===== config.mk =====
export PLATFORM = sky130hd
export DESIGN_NAME = cache_access_controller
export DESIGN_NICKNAME = d
export VERILOG_FILES = /design/src/rtl/cache_access_controller.sv
export SDC_FILE = /design/constraint.sdc
export NUM_CORES = 1
export LEC_CHECK = 0
export ABC_AREA = 1
export CELL_PAD_IN_SITES_DETAIL_PLACEMENT = 1
export CELL_PAD_IN_SITES_GLOBAL_PLACEMENT = 1
export CORE_ASPECT_RATIO = 1.2
export CORE_MARGIN = 2
export CORE_UTILIZATION = 48
export CTS_CLUSTER_DIAMETER = 30
export DETAILED_ROUTE_END_ITERATION = 6
export DONT_BUFFER_PORTS = 1
export PLACE_DENSITY = 0.83
export SLEW_MARGIN = 10
export SYNTH_ARGS = -nofsm -noshare
export SYNTH_HDL_FRONTEND = slang
export SYNTH_SLANG_ARGS = --single-unit

===== constraint.sdc =====
create_clock -name clk -period 3.8 [get_ports clk]
set_input_delay 0.57 -clock clk [delete_from_list [all_inputs] [get_ports clk]]
set_output_delay 0.57 -clock clk [all_outputs]
set_load 0.03 [all_outputs]

===== src/rtl/cache_access_controller.sv =====
// cache_access_controller: two-requester round-robin front end for a
// direct-mapped cache, with miss refill to backing memory and statistics.
module cache_access_controller #(
  parameter int ADDR_W      = 11,
  parameter int OFFSET_W    = 4,
  parameter int CNT_W       = 16,
  parameter int MEM_TIMEOUT = 64
) (
  input  logic              clk,
  input  logic              rst,
  input  logic              req0,
  input  logic [ADDR_W-1:0] addr0,
  input  logic              req1,
  input  logic [ADDR_W-1:0] addr1,
  output logic              done0,
  output logic              done1,
  output logic              resp_hit,
  output logic              resp_err,
  output logic              cache_read,
  output logic [ADDR_W-1:0] cache_addr,
  input  logic              cache_hit,
  output logic              mem_req,
  output logic [ADDR_W-1:0] mem_addr,
  input  logic              mem_ack,
  output logic              busy,
  output logic [CNT_W-1:0]  hit_count,
  output logic [CNT_W-1:0]  miss_count
);

  localparam int TMO_W = $clog2(MEM_TIMEOUT + 1);
  localparam logic [TMO_W-1:0] TMO_LAST = TMO_W'(MEM_TIMEOUT - 1);

  typedef enum logic [2:0] {
    S_IDLE,
    S_ISSUE,
    S_WAIT,
    S_REFILL,
    S_DONE
  } state_t;

  state_t            r_state, w_state;
  logic              r_ptr, w_ptr;
  logic              r_id, w_id;
  logic              w_gid;
  logic [TMO_W-1:0]  r_tmo, w_tmo;
  logic              r_done0, w_done0;
  logic              r_done1, w_done1;
  logic              r_hit, w_hit;
  logic              r_err, w_err;
  logic              r_crd, w_crd;
  logic [ADDR_W-1:0] r_caddr, w_caddr;
  logic              r_mreq, w_mreq;
  logic [ADDR_W-1:0] r_maddr, w_maddr;
  logic              r_busy, w_busy;
  logic [CNT_W-1:0]  r_hcnt, w_hcnt;
  logic [CNT_W-1:0]  r_mcnt, w_mcnt;

  assign done0      = r_done0;
  assign done1      = r_done1;
  assign resp_hit   = r_hit;
  assign resp_err   = r_err;
  assign cache_read = r_crd;
  assign cache_addr = r_caddr;
  assign mem_req    = r_mreq;
  assign mem_addr   = r_maddr;
  assign busy       = r_busy;
  assign hit_count  = r_hcnt;
  assign miss_count = r_mcnt;

  // Next state and next value of every registered output
  always_comb begin
    w_state = r_state;
    w_ptr   = r_ptr;
    w_id    = r_id;
    w_gid   = 1'b0;
    w_tmo   = r_tmo;
    w_done0 = 1'b0;
    w_done1 = 1'b0;
    w_hit   = 1'b0;
    w_err   = 1'b0;
    w_crd   = 1'b0;
    w_caddr = r_caddr;
    w_mreq  = 1'b0;
    w_maddr = r_maddr;
    w_hcnt  = r_hcnt;
    w_mcnt  = r_mcnt;
    unique case (r_state)
      S_IDLE: begin
        if (req0 || req1) begin
          w_gid   = (req0 && req1) ? r_ptr : req1;
          w_id    = w_gid;
          w_caddr = w_gid ? addr1 : addr0;
          w_ptr   = ~w_gid;
          w_crd   = 1'b1;
          w_state = S_ISSUE;
        end
      end
      S_ISSUE: w_state = S_WAIT;
      S_WAIT: begin
        if (cache_hit) begin
          w_hcnt  = (&r_hcnt) ? r_hcnt : r_hcnt + 1'b1;
          w_hit   = 1'b1;
          w_state = S_DONE;
        end else begin
          w_mcnt  = (&r_mcnt) ? r_mcnt : r_mcnt + 1'b1;
          w_mreq  = 1'b1;
          w_maddr = {r_caddr[ADDR_W-1:OFFSET_W], {OFFSET_W{1'b0}}};
          w_tmo   = '0;
          w_state = S_REFILL;
        end
      end
      S_REFILL: begin
        if (mem_ack) begin
          w_state = S_DONE;
        end else if (r_tmo == TMO_LAST) begin
          w_err   = 1'b1;
          w_state = S_DONE;
        end else begin
          w_mreq = 1'b1;
          w_tmo  = r_tmo + 1'b1;
        end
      end
      S_DONE: w_state = S_IDLE;
      default: w_state = S_IDLE;
    endcase
    if (w_state == S_DONE) begin
      w_done0 = ~r_id;
      w_done1 = r_id;
    end
    w_busy = (w_state != S_IDLE);
  end

  // State and output registers
  always_ff @(posedge clk) begin
    if (rst) begin
      r_state <= S_IDLE;
      r_ptr   <= 1'b0;
      r_id    <= 1'b0;
      r_tmo   <= '0;
      r_done0 <= 1'b0;
      r_done1 <= 1'b0;
      r_hit   <= 1'b0;
      r_err   <= 1'b0;
      r_crd   <= 1'b0;
      r_caddr <= '0;
      r_mreq  <= 1'b0;
      r_maddr <= '0;
      r_busy  <= 1'b0;
      r_hcnt  <= '0;
      r_mcnt  <= '0;
    end else begin
      r_state <= w_state;
      r_ptr   <= w_ptr;
      r_id    <= w_id;
      r_tmo   <= w_tmo;
      r_done0 <= w_done0;
      r_done1 <= w_done1;
      r_hit   <= w_hit;
      r_err   <= w_err;
      r_crd   <= w_crd;
      r_caddr <= w_caddr;
      r_mreq  <= w_mreq;
      r_maddr <= w_maddr;
      r_busy  <= w_busy;
      r_hcnt  <= w_hcnt;
      r_mcnt  <= w_mcnt;
    end
  end

endmodule

==> impl_metrics.env <==
export IMPL_status="completed"
export IMPL_p_sw_w=0.000490
export IMPL_critPathKind="reg -> reg"
export IMPL_cts_tree="done"
export IMPL_wl_per_cell_microns=15.3
export IMPL_r2r_end="hit_count[1]$_SDFFE_PP0P_"
export IMPL_cp_arrival_ps=2300
export IMPL_numPortBuffers=0
export IMPL_die_h_microns=97.6
export IMPL_rsz0062_at_grt="false"
export IMPL_r2r_start="hit_count[1]$_SDFFE_PP0P_"
export IMPL_hold_depth=1
export IMPL_cts_resized=0
export IMPL_finalSetupViolCount=0
export IMPL_antennaDiodeCount=0
export IMPL_dr_pass1_iters=4
export IMPL_total_power_w=0.00155
export IMPL_drt_vias_per_instance=5.43
export IMPL_grt_usage_pct=24.2
export IMPL_power_internal_w=0.00106
export IMPL_path_cells="ha_1 > inv_1 > nor2_4 > nand3_2 > nand2_2 > nand2_2 > o21ai_0 > nor2_1"
export IMPL_min_from="rst"
export IMPL_required_ps=4040
export IMPL_drc=0
export IMPL_worst_slack_ps=1740
export IMPL_synth_distinct_cells=35
export IMPL_cts_hold_buf=0
export IMPL_numCtsBuffers=9
export IMPL_first_iter_violations=95
export IMPL_io_pin_count=89
export IMPL_ant_nets=0
export IMPL_ctsLongestPathBuffers=2
export IMPL_max_freq_ghz=0.486
export IMPL_cts_sinks=69
export IMPL_period_share_pct=54.1
export IMPL_clkPwrFrac_pct=34.9
export IMPL_initial_core_util_pct=49.1
export IMPL_hpwl_microns=6420
export IMPL_p_leak_nw=1.37
export IMPL_drv_cap=0
export IMPL_dpl_instance_area_sq_mm=0.00348
export IMPL_num_rows=34
export IMPL_yosysSeqAreaShare_pct=39.4
export IMPL_worst_pin_slew_ps=750
export IMPL_yosys_register_bits=69
export IMPL_clk_pin_slew_worst_paths_ps=80
export IMPL_cts_max_level=3
export IMPL_cts_root_buf="clkbuf_8"
export IMPL_r2r_cells=8
export IMPL_period_needed_ps=2060
export IMPL_coreArea_sq_mm=0.00715
export IMPL_grt_max_degree=46
export IMPL_slew_limit_headroom_pct=49.8
export IMPL_dieArea_sq_mm=0.00801
export IMPL_cpMaxStageDelayCell="dfxtp_1"
export IMPL_pwr_share_comb_pct=9.7
export IMPL_path_max_fanout=21
export IMPL_antenna_found_initial=0
export IMPL_overflow=0
export IMPL_fin_skew_ps=12.5
export IMPL_p_seq_share_pct=55.4
export IMPL_ff2ff_setup_slack_ps=1740
export IMPL_crit_top_cell="nand2_2"
export IMPL_gp_congestion=0.753
export IMPL_dp_cells=571
export IMPL_layout_commonest_cell="nand2_1"
export IMPL_instances_no_fill=587
export IMPL_crit_path_start_kind="flop"
export IMPL_hold_viol_final=0
export IMPL_fin_area_sq_mm=0.00366
export IMPL_swShare_pct=31.6
export IMPL_die_x_microns=82.0
export IMPL_vias=3187
export IMPL_mappedNetlistArea_sq_mm=0.00351
export IMPL_setup_tns_ps=0
export IMPL_clk_latency_ps=350
export IMPL_area_growth_pct=4.35
export IMPL_dp_worst_setup_slack_ps=1660
export IMPL_grt_pass1_wl_microns=15200
export IMPL_end_kind="flop"
export IMPL_fin_nets=523
export IMPL_final_cell_mix="nand2_1 (161), nor2_1 (70), dfxtp_1 (69)"
export IMPL_synthCells=497
export IMPL_yosys_warnings=0
export IMPL_drive_gt1_share_pct=10.9
export IMPL_drt_total_wl_microns=8990
export IMPL_max_vdd_ir_drop_mv=0.323
export IMPL_crit_path_max_incr_delay_ps=580
export IMPL_syn_mean_instance_area_sq_um=7.06
export IMPL_hold_end="cache_read$_SDFF_PP0_"
export IMPL_grt_pass1_vias=3350
export IMPL_power_per_cell_area_mw_per_mm2=423
export IMPL_hp_class="in -> reg"
export IMPL_drv_slew=0
export IMPL_cts_setup_buffers=0
## registers in the layout (all words and copies together) (netlist names)
signal	cells
resp_err	1
r_state	3
resp_hit	1
done0	1
cache_read	1
done1	1
r_ptr	1
r_id	1
miss_count	16
mem_req	1
cache_addr	11
busy	1
mem_addr	7
r_tmo	7
hit_count	16
## routing by layer
metal	up-vias	global-route usage, %	share of wire [%]
met4	0	11.0	2.3
li1	1578	-	-
met3	18	6.13	5.0
met2	73	41.0	51
met1	1518	27.9	42
met5	-	0	0
## cells in the mapped netlist
| cell | count | area (sq um) |
|---|---|---|
| a21oi_1 | 24 | 120 |
| nand2_4 | 2 | 22.5 |
| nor3_1 | 1 | 5.00 |
| nor4_1 | 1 | 6.26 |
| xnor2_1 | 7 | 61.3 |
| conb_1 | 1 | 3.75 |
| nand4_1 | 9 | 56.3 |
| dlygate4sd1_1 | 1 | 8.76 |
| nor2_2 | 4 | 25.0 |
| o21ai_4 | 1 | 16.3 |
| or2_2 | 1 | 6.26 |
| clkbuf_1 | 3 | 11.3 |
| nor2_1 | 70 | 263 |
| o21ai_1 | 1 | 5.00 |
| nand3_2 | 7 | 70.1 |
| a31oi_1 | 12 | 75.1 |
| nand4_4 | 1 | 21.3 |
| ha_1 | 3 | 37.5 |
| xor2_1 | 3 | 26.3 |
| nand3b_1 | 1 | 7.51 |
| a211oi_1 | 2 | 15.0 |
| buf_6 | 5 | 56.3 |
| nand2_2 | 7 | 43.8 |
| a21oi_2 | 10 | 87.6 |
| nor2_8 | 1 | 20.0 |
| nor2_4 | 4 | 45.0 |
| inv_4 | 1 | 6.26 |
| inv_1 | 35 | 131 |
| o21ai_0 | 14 | 70.1 |
| buf_2 | 4 | 20.0 |
| buf_8 | 1 | 15.0 |
| nand3_1 | 25 | 125 |
| buf_4 | 5 | 37.5 |
| dfxtp_1 | 69 | 1380 |
| nand2_1 | 161 | 604 |
## worst max path at each step
stage	startpoint	end	slack [ps]	cells past startpoint
finish	hit_count[1]$_SDFFE_PP0P_	hit_count[1]$_SDFFE_PP0P_	1740	8
CTS	hit_count[1]$_SDFFE_PP0P_	hit_count[1]$_SDFFE_PP0P_	1720	8
floorplan	miss_count[0]$_SDFFE_PP0P_	miss_count[7]$_SDFFE_PP0P_	1990	9
detailed placement	req1	cache_addr[6]$_SDFFE_PP0P_	1660	5
global placement	req1	cache_addr[8]$_SDFFE_PP0P_	1740	5
global route	hit_count[1]$_SDFFE_PP0P_	hit_count[1]$_SDFFE_PP0P_	1550	8
## stage by stage
stage	hold slack (ps)	util (%)
5_1_grt	264	51.2
3_3_place_gp	407	48.7
6_report	283	51.2
3_5_place_dp	410	48.7
2_1_floorplan	393	-
4_1_cts	266	51.2
## worst max-delay path, delay by kind of cell (launching register included)
family          cells  cell delay, ps
simple gates        5             730
buf+inv             1              90
compound gates      1             250
flops               1             580
fa+ha+maj           1             300
## power groups by stage
stage / clock, W / combinational, W / sequential (W)
global placement: 0 / 0.000145 / 0.000873
detailed placement: 0 / 0.000152 / 0.000875
floorplan: 0 / 0.000146 / 0.000864
CTS: 0.000555 / 0.000152 / 0.000858
global route: 0.000593 / 0.000172 / 0.000863
finish: 0.000541 / 0.000150 / 0.000858
## cell type report
class,count,area [sq um]
clock inverter,5,36.3
inverter,36,138
sequential,69,1380
multi-input combinational,376,1850
fill,951,3490
tap,90,113
clock buffer,11,141
## kinds of logic after synthesis
group / Yosys count / synth area share (%)
buffers and inverters: 55 / 8.17
other: 1 / 0.107
xor gates and xnor gates: 10 / 2.50
DFF: 69 / 39.4
and+or+nand+nor: 295 / 37.7
adders and majority gates: 3 / 1.07
AOI/OAI and AO/OA: 64 / 11.1
Note: power is estimated with default switching activity, not from simulation.
==> variant: new RTL, same flow settings <==
Encoding of `state_t`: now one-hot (5 bits for 5 states).
--- a/src/rtl/cache_access_controller.sv
+++ b/src/rtl/cache_access_controller.sv
@@ -30,12 +30,12 @@
   localparam int TMO_W = $clog2(MEM_TIMEOUT + 1);
   localparam logic [TMO_W-1:0] TMO_LAST = TMO_W'(MEM_TIMEOUT - 1);
 
-  typedef enum logic [2:0] {
-    S_IDLE,
-    S_ISSUE,
-    S_WAIT,
-    S_REFILL,
-    S_DONE
+  typedef enum logic [4:0] {
+    S_IDLE   = 5'b00001,
+    S_ISSUE  = 5'b00010,
+    S_WAIT   = 5'b00100,
+    S_REFILL = 5'b01000,
+    S_DONE   = 5'b10000
   } state_t;
 
   state_t            r_state, w_state;
Check against the original RTL: same outputs for any inputs over 10 cycles, from zero or initial values and one cycle with rst high; not proved beyond that.
==> variant against the unedited design <==
Sequential cell count is 2 higher. Power rose by 4.6%. Via count up 10%. Wire length rose by 8.7%. Cell count up 10%. Combinational power is 33% lower. Design area grew 7.0%. Synthesized area up 5.3%. Count of clock-buffer cells in the layout shrank 1. Utilization increased by 0.47 points. Worst setup slack worse by 0.068 ns. Hold slack lost 0.0072 ns. Critical endpoint is now r_id.
==> variant: results (changes against the unedited design) <==
metric,value,unit,change
r2r_cells,6,,-2
grt_use_met3,7.07,%,+0.94 points
wl,9.77,mm,+8.7%
met1_usage,27.9,%,about the same
instances_no_fill,647,,+10%
dp.cells,631,,+11%
drt_iter0_markers,101,,+6.3%
met1_length,4.23,mm,+13%
yosysSeqAreaShare,38.5,%,-0.89 points
vdd_ir_drop_max,240,uV,-26%
r2r-start,r_state[2],,
outcome,completed,,
nFillCells,1023,,+7.6%
hold_path_end,miss_count[1],,
ff2ff_setup_slack,1.68,ns,-0.07 ns
vias,3506,,+10%
wl_met2,4.97,mm,+8.1%
grt_start_max_net_pins,53,,+15%
yosys-top-cells-count,"nand2_1, nor2_1, dfxtp_1, a21oi_1, nand3_1",,
drive_gt1_share,6.85,%,-4.0 points
hpwl,6.97,mm,+8.5%
fin_worst_skew,0.00810,ns,-0.00441 ns
nets,581,,+11%
worst_pin_slew,0.816,ns,+0.0667 ns
wl_met3,482,um,+7.6%
fin_hold_ws,0.275,ns,-0.00720 ns
grt_util_met2,41.8,%,+0.79 points
## variant: how the worst max path moves through the flow
stage	slack, ns	endpoint	startpoint	cells past startpoint
floorplan	2.00	miss_count[5]	miss_count[1]	9
global placement	1.69	cache_addr[3]	r_state[2]	6
detailed placement	1.67	r_id	r_state[2]	6
CTS	1.65	r_id	r_state[2]	6
global route	1.36	cache_addr[10]	r_state[2]	6
finish	1.68	r_id	r_state[2]	6
## variant: cells by family after synthesis
logic type	count (synthesis)	share of synthesized area, %
fa+ha+maj	3	1.02
other cells	1	0.102
buf+inv	66	8.10
compound gates	72	10.2
flops	71	38.5
simple gates	333	39.3
xor+xnor	12	2.85
## variant: power groups by stage
stage               combinational [mW]  clock (mW)  sequential [mW]
floorplan                       0.0960           0            0.833
global placement                0.0957           0            0.838
detailed placement               0.100           0            0.839
CTS                              0.101       0.719            0.821
global route                     0.116       0.745            0.824
finish                          0.0999       0.699            0.821
## variant: area by class of cell
cell class	count	area share (%)
clock buffers	10	3.52
well taps	92	2.94
clock inverters	6	2.36
inverters	44	4.22
multi-input cells	424	50.7
flip-flops and latches	71	36.3
## variant: through the flow
stage / cell area, um2 / util (%) / total power [mW]
global placement: 3680 / 48.6 / 0.934
finish: 3920 / 51.7 / 1.62
global route: 3920 / 51.7 / 1.69
floorplan: 3700 / - / 0.929
CTS: 3920 / 51.7 / 1.64
detailed placement: 3680 / 48.6 / 0.939
## variant: critical path, cell delays in order, from the launching register on
cell,delay (ns)
dfxtp_1,0.36
nor2_1,0.15
nand3_1,0.14
nor2_1,0.65
inv_1,0.48
nand2_1,0.16
a21oi_1,0.07
